**src/rtl/md_sched_pkg.sv**
```systemverilog
// Shared encodings for the multiply/divide scheduler.
package md_sched_pkg;

  typedef enum logic [1:0] {
    StIdle  = 2'd0,
    StStart = 2'd1,
    StRun   = 2'd2,
    StDone  = 2'd3
  } md_state_e;

  typedef enum logic {
    OP_MULT = 1'b0,
    OP_DIV  = 1'b1
  } md_op_e;

  localparam int unsigned DEFAULT_STATUS_REG  = 30;
  localparam int unsigned DEFAULT_MULT_STATUS = 4;
  localparam int unsigned DEFAULT_DIV_STATUS  = 5;

endpackage

```
**src/rtl/md_hazard_check.sv**
```systemverilog
// Compares FD-stage source registers against the in-flight destination; r0 never matches.
module md_hazard_check (
  input  logic [4:0] src_a,
  input  logic [4:0] src_b,
  input  logic [4:0] rd,
  output logic       match
);

  always_comb begin
    match = ((src_a == rd) && (src_a != 5'd0)) || ((src_b == rd) && (src_b != 5'd0));
  end

endmodule

```
**src/rtl/multdiv_scheduler.sv**
```systemverilog
// Issues one mult/div at a time and arbitrates its result onto the regfile write port.
// Define MULTDIV_EXCEPTION_EN to redirect exceptions to the status register.
module multdiv_scheduler
  import md_sched_pkg::*;
#(
  parameter int unsigned STATUS_REG  = DEFAULT_STATUS_REG,
  parameter int unsigned MULT_STATUS = DEFAULT_MULT_STATUS,
  parameter int unsigned DIV_STATUS  = DEFAULT_DIV_STATUS
) (
  input  logic        clock,
  input  logic        reset,
  input  logic        issue_valid,
  input  logic        issue_op,
  input  logic [31:0] issue_a,
  input  logic [31:0] issue_b,
  input  logic [4:0]  issue_rd,
  output logic        issue_ready,
  input  logic [4:0]  src_a,
  input  logic [4:0]  src_b,
  output logic        hazard_stall,
  output logic [31:0] md_a,
  output logic [31:0] md_b,
  output logic        ctrl_MULT,
  output logic        ctrl_DIV,
  input  logic [31:0] md_result,
  input  logic        md_exception,
  input  logic        md_ready,
  input  logic        pipe_we,
  output logic        wb_valid,
  output logic [4:0]  wb_reg,
  output logic [31:0] wb_data,
  output logic        busy
);

  md_state_e   state_q, state_d;
  md_op_e      op_q, op_d;
  logic [4:0]  rd_q, rd_d;
  logic [31:0] a_q, a_d;
  logic [31:0] b_q, b_d;
  logic [31:0] result_q, result_d;
  logic        wr_needed;
  logic        reg_match;

`ifdef MULTDIV_EXCEPTION_EN
  logic exc_q, exc_d;
`else
  logic unused_md_exception;
  assign unused_md_exception = md_exception;
`endif

  always_ff @(posedge clock or negedge reset) begin
    if (!reset) begin
      state_q  <= StIdle;
      op_q     <= OP_MULT;
      rd_q     <= 5'd0;
      a_q      <= 32'd0;
      b_q      <= 32'd0;
      result_q <= 32'd0;
    end else begin
      state_q  <= state_d;
      op_q     <= op_d;
      rd_q     <= rd_d;
      a_q      <= a_d;
      b_q      <= b_d;
      result_q <= result_d;
    end
  end

`ifdef MULTDIV_EXCEPTION_EN
  always_ff @(posedge clock or negedge reset) begin
    if (!reset) begin
      exc_q <= 1'b0;
    end else begin
      exc_q <= exc_d;
    end
  end
`endif

  always_comb begin
    state_d  = state_q;
    op_d     = op_q;
    rd_d     = rd_q;
    a_d      = a_q;
    b_d      = b_q;
    result_d = result_q;
`ifdef MULTDIV_EXCEPTION_EN
    exc_d    = exc_q;
`endif
    unique case (state_q)
      StIdle: begin
        if (issue_valid) begin
          op_d    = md_op_e'(issue_op);
          rd_d    = issue_rd;
          a_d     = issue_a;
          b_d     = issue_b;
          state_d = StStart;
        end
      end
      StStart: state_d = StRun;
      StRun: begin
        if (md_ready) begin
          result_d = md_result;
`ifdef MULTDIV_EXCEPTION_EN
          exc_d    = md_exception;
`endif
          state_d  = StDone;
        end
      end
      // Leave on any cycle the port is free, even when nothing needs writing (rd == 0).
      StDone: begin
        if (!pipe_we) state_d = StIdle;
      end
      default: state_d = StIdle;
    endcase
  end

  md_hazard_check u_hazard (
    .src_a (src_a),
    .src_b (src_b),
    .rd    (rd_q),
    .match (reg_match)
  );

  always_comb begin
    issue_ready  = (state_q == StIdle);
    busy         = (state_q != StIdle);
    hazard_stall = (busy && reg_match) || (issue_valid && !issue_ready);
    md_a         = a_q;
    md_b         = b_q;
    ctrl_MULT    = (state_q == StStart) && (op_q == OP_MULT);
    ctrl_DIV     = (state_q == StStart) && (op_q == OP_DIV);
`ifdef MULTDIV_EXCEPTION_EN
    wr_needed    = exc_q || (rd_q != 5'd0);
    wb_reg       = exc_q ? 5'(STATUS_REG) : rd_q;
    wb_data      = !exc_q ? result_q :
                   (op_q == OP_DIV) ? 32'(DIV_STATUS) : 32'(MULT_STATUS);
`else
    wr_needed    = (rd_q != 5'd0);
    wb_reg       = rd_q;
    wb_data      = result_q;
`endif
    wb_valid     = (state_q == StDone) && !pipe_we && wr_needed;
  end

endmodule

```
**config.mk**
```make
export PLATFORM = sky130hd
export DESIGN_NAME = multdiv_scheduler
export DESIGN_NICKNAME = d
export VERILOG_FILES = /design/src/rtl/md_sched_pkg.sv /design/src/rtl/md_hazard_check.sv /design/src/rtl/multdiv_scheduler.sv
export SDC_FILE = /design/constraint.sdc
export NUM_CORES = 1
export LEC_CHECK = 0
export BUFFER_PORTS_ARGS = -buffer_cell sky130_fd_sc_hd__buf_2
export CAP_MARGIN = 10
export CORE_MARGIN = 10
export CORE_UTILIZATION = 38
export DETAILED_ROUTE_END_ITERATION = 12
export MAX_ROUTING_LAYER = met4
export PLACE_DENSITY = 0.77
export SYNTH_ARGS = -nofsm -noshare
export SYNTH_HDL_FRONTEND = slang
export SYNTH_SLANG_ARGS = --single-unit
```
**constraint.sdc**
```tcl
create_clock -name clock -period 2.7 [get_ports clock]
set_input_delay 0.135 -clock clock [delete_from_list [all_inputs] [get_ports clock]]
set_output_delay 0.135 -clock clock [all_outputs]
set_load 0.02 [all_outputs]
```
==> results of run 1 <==
[path summary, 6_finish.rpt]
| path | start | endpoint | slack, ns |
|---|---|---|---|
| worst max-delay path | wb_reg[3] | hazard_stall | 0.70 |
| worst min-delay path | issue_b[4] | md_b[4] | 0.02 |
| worst max register to register | state_q[0] | wb_data[18] | 0.83 |
| worst min register to register | wb_data[30] | wb_data[30] | 0.50 |
| min in group asynchronous | reset | md_a[31] | 0.34 |
| max in group asynchronous | reset | md_a[5] | 1.62 |
[worst reg2reg max path, stage by stage, from the launching register on]
cell,delay (ns)
dfrtp_1,0.41
inv_1,0.10
ha_1,0.25
nand2_2,0.57
mux2_2,0.43
[layout make-up]
cell class                      instances  area (um2)
Antenna cell                            3        7.51
Clock buffer                           10         138
Clock inverter                          6        82.6
Fill cell                             840        4310
Inverter                                5        18.8
Multi-Input combinational cell        137        1430
Sequential cell                       104        2600
Tap cell                              140         175
Timing Repair Buffer                  308        1990
[per-stage QoR]
step | cell area, um2 | util [%] | total power, uW
6_report | 6440 | 59.9 | 7430
3_3_place_gp | 5380 | 50.1 | 6200
2_1_floorplan | 4140 | - | 5070
3_5_place_dp | 5380 | 50.1 | 6360
5_1_grt | 6440 | 59.9 | 7900
4_1_cts | 6340 | 59.0 | 7510
[routing by layer]
| layer | global-route usage (%) | up-vias |
|---|---|---|
| met5 | - | - |
| met4 | 5.14 | 0 |
| met3 | 4.68 | 10 |
| met2 | 27.6 | 132 |
| met1 | 15.9 | 1590 |
| li1 | - | 1510 |
[placed cells by master (no fill, tap or decap), drive strengths merged]
master         n
buf          225
dfrtp        104
mux2         103
dlygate4sd3   83
clkbuf        10
xor2           6
inv            5
ha             5
diode          3
xnor2          3
clkinv         3
nor4           2
nor3           2
and2           2
nor2           2
nand2          2
bufinv         2
o21ai          1
a211oi         1
nand4          1
a31oi          1
nor2b          1
nand2b         1
a21oi          1
a22oi          1
a21boi         1
a2bb2oi        1
clkinvlp       1
[report_power, final]
| part | total, uW | internal, uW | switching, uW |
|---|---|---|---|
| Sequential | 2800 | 2360 | 439 |
| Combinational | 3590 | 1570 | 2020 |
| Clock | 1050 | 543 | 503 |
| Total | 7430 | 4470 | 2960 |
[repair_timing]
item | in CTS | in global routing
resized for setup | 0 | 0
buffers inserted | 0 | 0
hold endpoints to repair | 124 | 9
hold buffers | 74 | 9
[cells in the mapped netlist]
cell         n
a21oi_1      1
buf_2        3
a31oi_1      1
nor2_1       2
nor2b_1      1
xor2_1       6
inv_1        5
nand2_2      2
dfrtp_1    104
buf_6        7
nand4_1      1
mux2_2     100
nor3_1       2
mux2_1       3
a22oi_1      1
a211oi_1     1
nor4_1       2
and2_1       2
xnor2_1      3
ha_1         5
a2bb2oi_1    1
a21boi_2     1
nand2b_1     1
o21ai_1      1
[logic make-up after synthesis]
family	synth area share (%)
fa+ha+maj	1.51
mux	28.0
flops	62.8
xor+xnor	1.90
buf+inv	2.72
compound gates	1.24
simple gates	1.78
==> metrics.md, run 1 <==
| Metric | Value |
|---|---|
| Die ar. | 15500 um2 |
| Register area share after synthesis | between 60% and 70% |
| Setup WS post-layout | 0.705 ns |
| Via-to-Cell Ratio | between 4 and 5 |
| Worst-path cell with the longest stage delay | dfrtp_1 |
| Place WS | about 0.83 ns |
| Num CTS Buffers | 9 |
| Main area contributors after synthesis | dfrtp_1 (63%), mux2_2 (27%), buf_6 (1.9%), ha_1 (1.5%), xor2_1 (1.3%) |
| Placer Congestion | 0.933 |
| Clock skew | 0.00693 ns |
| Placement Rows | 38 |
| Count of cell types in the netlist | 24 |
| Drt total wl | 12200 um |
| Clk buf depth | 2 |
| Hold depth | 2 |
| DR pass1 iterations | 4 |
| Clock root buffer | clkbuf_8 |
| Area grow syn2layout | 55.5% |
| Routed met2 length | 6800 um |
| First-pass GRT wire length | 19100 um |
| GRT Util Overall | 15.5% |
| Worst-Margin Slew | about 0.75 ns |
| # setup viols final | 0 |
| Min cycle time layout | about 2.0 ns |
| Pin count of the biggest net entering global routing | 71 |
| WL met1 | ~4500 um |
| LEAKAGE | roughly 0.0032 uW |
| # DRC | 0 |
| CP Cell Sequence | xor2_1 -> nor4_1 -> o21ai_1 -> a31oi_1 -> buf_2 |
| Setup TNS | 0 ns |
| RSZ-0062 raised after global routing | no |
| DP HPWL | 8650 um |
| Initial Utilization | about 39% |
| WL met3 | 739 um |
| Via Count | 3242 |
| Synth warnings | 0 |
| Nets | a little under 700 |
| Core area | 10700 um2 |
| # H-tree levels | 3 |
| CTS tree | done |
| Layout Cells excl Fill | 713 |
| HP Class | input port to flop |
| Share of cells above drive strength 1 | a little over 60% |
| Vias in the first global route | 3773 |
| Routed length per instance | ~17 um |
| GRT overflow | 0 |
| Worst R2R Path Depth | 4 |
| Port buffer count | 223 |
| WP data arrival | about 1.9 ns |
| Top cell type by total area after synthesis | dfrtp_1 |
| CP max FO | 5 |
| Critical Path Sink Type | output port |
| CP bufs+invs | 1 |
| Max-slew headroom | 50.0% |
| Post-route clock period utilization | 73.9% |
| # IOs | between 200 and 250 |
| CP Class | flop to output port |
| Hold Slack | 0.0185 ns |
| Number of max-cap violations | 0 |
| Clk sinks | 104 |
| Levels on crit path | 5 |
| Worst Path Required | between 2 and 3 ns |
| Post-synth design cell area | 4140 um2 |
| Avg Cell Area, Syn | between 15 and 20 um2 |
| Crit start category | flop |
| Net Count, Synth | 379 |
| DRT iter0 DRCs | 110 |
| Initial antenna violation count | 3 |
| Status | finished, final reports clean |
| Clock transition at path regs | 0.10 ns |
| Synth Instances | 256 |
| Pwr Density | 1150 nW/um2 |
| Crit-path leading delay family | flip-flops |
| Die extent in y | ~120 um |
| Final antenna-violating net count | 0 |
| Uppermost layer routed | met4 |
| Final Slew Violations | 0 |
| Cell total after placement | 611 |
| Peak supply drop | 0.523 mV |
| Synth top area share | 62.8% |
| Die Span X | approximately 120 um |
| FMAX | approximately 500 MHz |
| Clock latency on the worst-skew pair | 0.35 ns |
| Yosys reg bits | 104 |
| Largest stage delay, worst path | 0.46 ns |
| Fin. Hold Viols | 0 |
(Power assumes the default switching activity.)
==> inputs of run 2 (changes only) <==
- clock period: 2.7 -> 1.95 ns (I/O delays scaled with it)
==> run 2 against run 1 <==
Global-route usage is 1.2 points higher. Worst hold slack better by 0.088 ns. Register-to-register slack got worse by 0.60 ns. First-iteration DRC count shrank 20%. Clock skew rose by 0.0085 ns. Clock power rose by 32%. Flip-flop and latch count unchanged. Design area increased by 3.8%.
==> metrics.md, run 2 (synthesis gave the netlist of run 1 again) <==
| Metric | Value |
|---|---|
| Status | finished, final reports clean |
| Final Core Density | 62.2% |
| Area grow syn2layout | 61.5% |
| GRT overflow | 0 |
| First-pass GRT wire length | ~20000 um |
| Number of max-cap violations | 0 |
| CP max FO | 5 |
| Worst Path Required | 1.85 ns |
| Core area | 10700 um2 |
| Clock latency on the worst-skew pair | about 0.36 ns |
| # setup viols final | 0 |
| DR pass1 iterations | 4 |
| Dpl cell area | around 5400 um2 |
| Die Span X | 124 um |
| WL met1 | 4700 um |
| Final Slew Violations | 0 |
| Crit start category | flop |
| Die extent in y | 124 um |
| Setup WS post-layout | between 0.1 and 0.15 ns |
| Routed met2 length | 6960 um |
| Fin. Hold Viols | 0 |
| Pwr Density | 1550 nW/um2 |
| Fillers | 829 |
| Min cycle time layout | 1.81 ns |
| Final antenna-violating net count | 0 |
| Post-route clock period utilization | between 90% and 100% |
| Initial Utilization | 38.5% |
| Clock skew | 0.0154 ns |
| Clk buf depth | 2 |
| Commonest non-fill, non-tap cells in the layout | buf_2 (221), dlygate4sd3_1 (103), dfrtp_1 (103) |
| Nets | 712 |
| Commonest non-fill, non-tap cell in the layout | buf_2 |
| Routed length per instance | around 17 um |
| Vias in the first global route | 3872 |
| Place WS | 0.243 ns |
| GRT Util Overall | 16.6% |
| DP HPWL | 8770 um |
| Final Cell Area | 6690 um2 |
| Largest stage delay, worst path | 0.45 ns |
| Clock root buffer | clkbuf_8 |
| Via Count | around 3300 |
| Worst-path cell with the longest stage delay | dfrtp_2 |
| Clk sinks | 104 |
| WL met3 | 839 um |
| Placement Rows | 38 |
| Uppermost layer routed | met4 |
| Clock transition at path regs | 0.09 ns |
| Num CTS Buffers | 9 |
| # H-tree levels | 3 |
| Worst-Margin Slew | 0.541 ns |
| WP data arrival | 1.71 ns |
| CP Class | flop to output port |
| HP Class | input port to flop |
| Share of cells above drive strength 1 | 58.9% |
| Die ar. | 15500 um2 |
| Max-slew headroom | 63.9% |
| Peak supply drop | around 0.83 mV |
| Placer Congestion | roughly 0.90 |
| DRT iter0 DRCs | slightly below 90 |
| Drt total wl | 12800 um |
| Hold Slack | ~0.11 ns |
| Setup TNS | 0 ns |
| # IOs | 225 |
| Critical Path Sink Type | output port |
| LEAKAGE | 0.00329 uW |
| Initial antenna violation count | 2 |
| Pin count of the biggest net entering global routing | 53 |
| CTS tree | done |
| CP Cell Sequence | xor2_1 -> a211oi_1 -> nand4_1 -> a31oi_2 -> buf_4 |
| # DRC | 0 |
| Via-to-Cell Ratio | 4.54 |
| RSZ-0062 raised after global routing | no |
| FMAX | 552 MHz |
| Port buffer count | between 200 and 250 |
## run 2: where the power goes
part           switching, uW  internal (uW)
sequential               617           3270
combinational           2840           2260
clock                    726            663
## run 2: worst paths after layout
path,startpoint,endpoint,slack [ns],cells after the start
max,wb_reg[4],hazard_stall,0.14,5
min reg2reg,wb_data[30],wb_data[30],0.49,1
min in group asynchronous,reset,wb_data[9],0.27,2
min,pipe_we,state_q[0],0.11,3
max in group asynchronous,reset,wb_reg[4],1.01,3
max reg2reg,state_q[0],state_q[1],0.23,5
## run 2: cell type report
type	instances	area, um2	area share [%]
antenna	2	5.00	0.0748
clock buffer	11	151	2.26
tap	140	175	2.62
sequential	104	2600	38.9
inverter	5	18.8	0.281
timing repair buffer	332	2250	33.6
multi-input combinational	137	1430	21.4
clock inverter	5	53.8	0.804
## run 2: critical path: cells and delay by family (launching register included)
kind / cells / cell delay, ns
flip-flops: 1 / 0.45
AO/OA/AOI/OAI: 2 / 0.44
AND/OR/NAND/NOR: 1 / 0.14
buffers and inverters: 1 / 0.17
XOR/XNOR: 1 / 0.17
## run 2: what timing repair did
action / in CTS / in global routing
endpoints found under the setup margin: 0 / 1
setup buffers: 0 / 1
endpoints found under the hold margin: 142 / 0
resized for setup: 0 / 3
hold buffers: 103 / 0
## run 2: routing by layer
metal	global-route usage (%)	vias up
li1	-	1562
met1	16.8	1616
met2	29.4	136
met3	4.81	28
met4	7.13	0
met5	-	-
## run 2: through the flow
stage / std cells / total power [uW]
finish: 736 / 10400
global route: 736 / 11000
CTS: 733 / 10400
detailed placement: 614 / 8850
global placement: 614 / 8640
floorplan: 256 / 7020
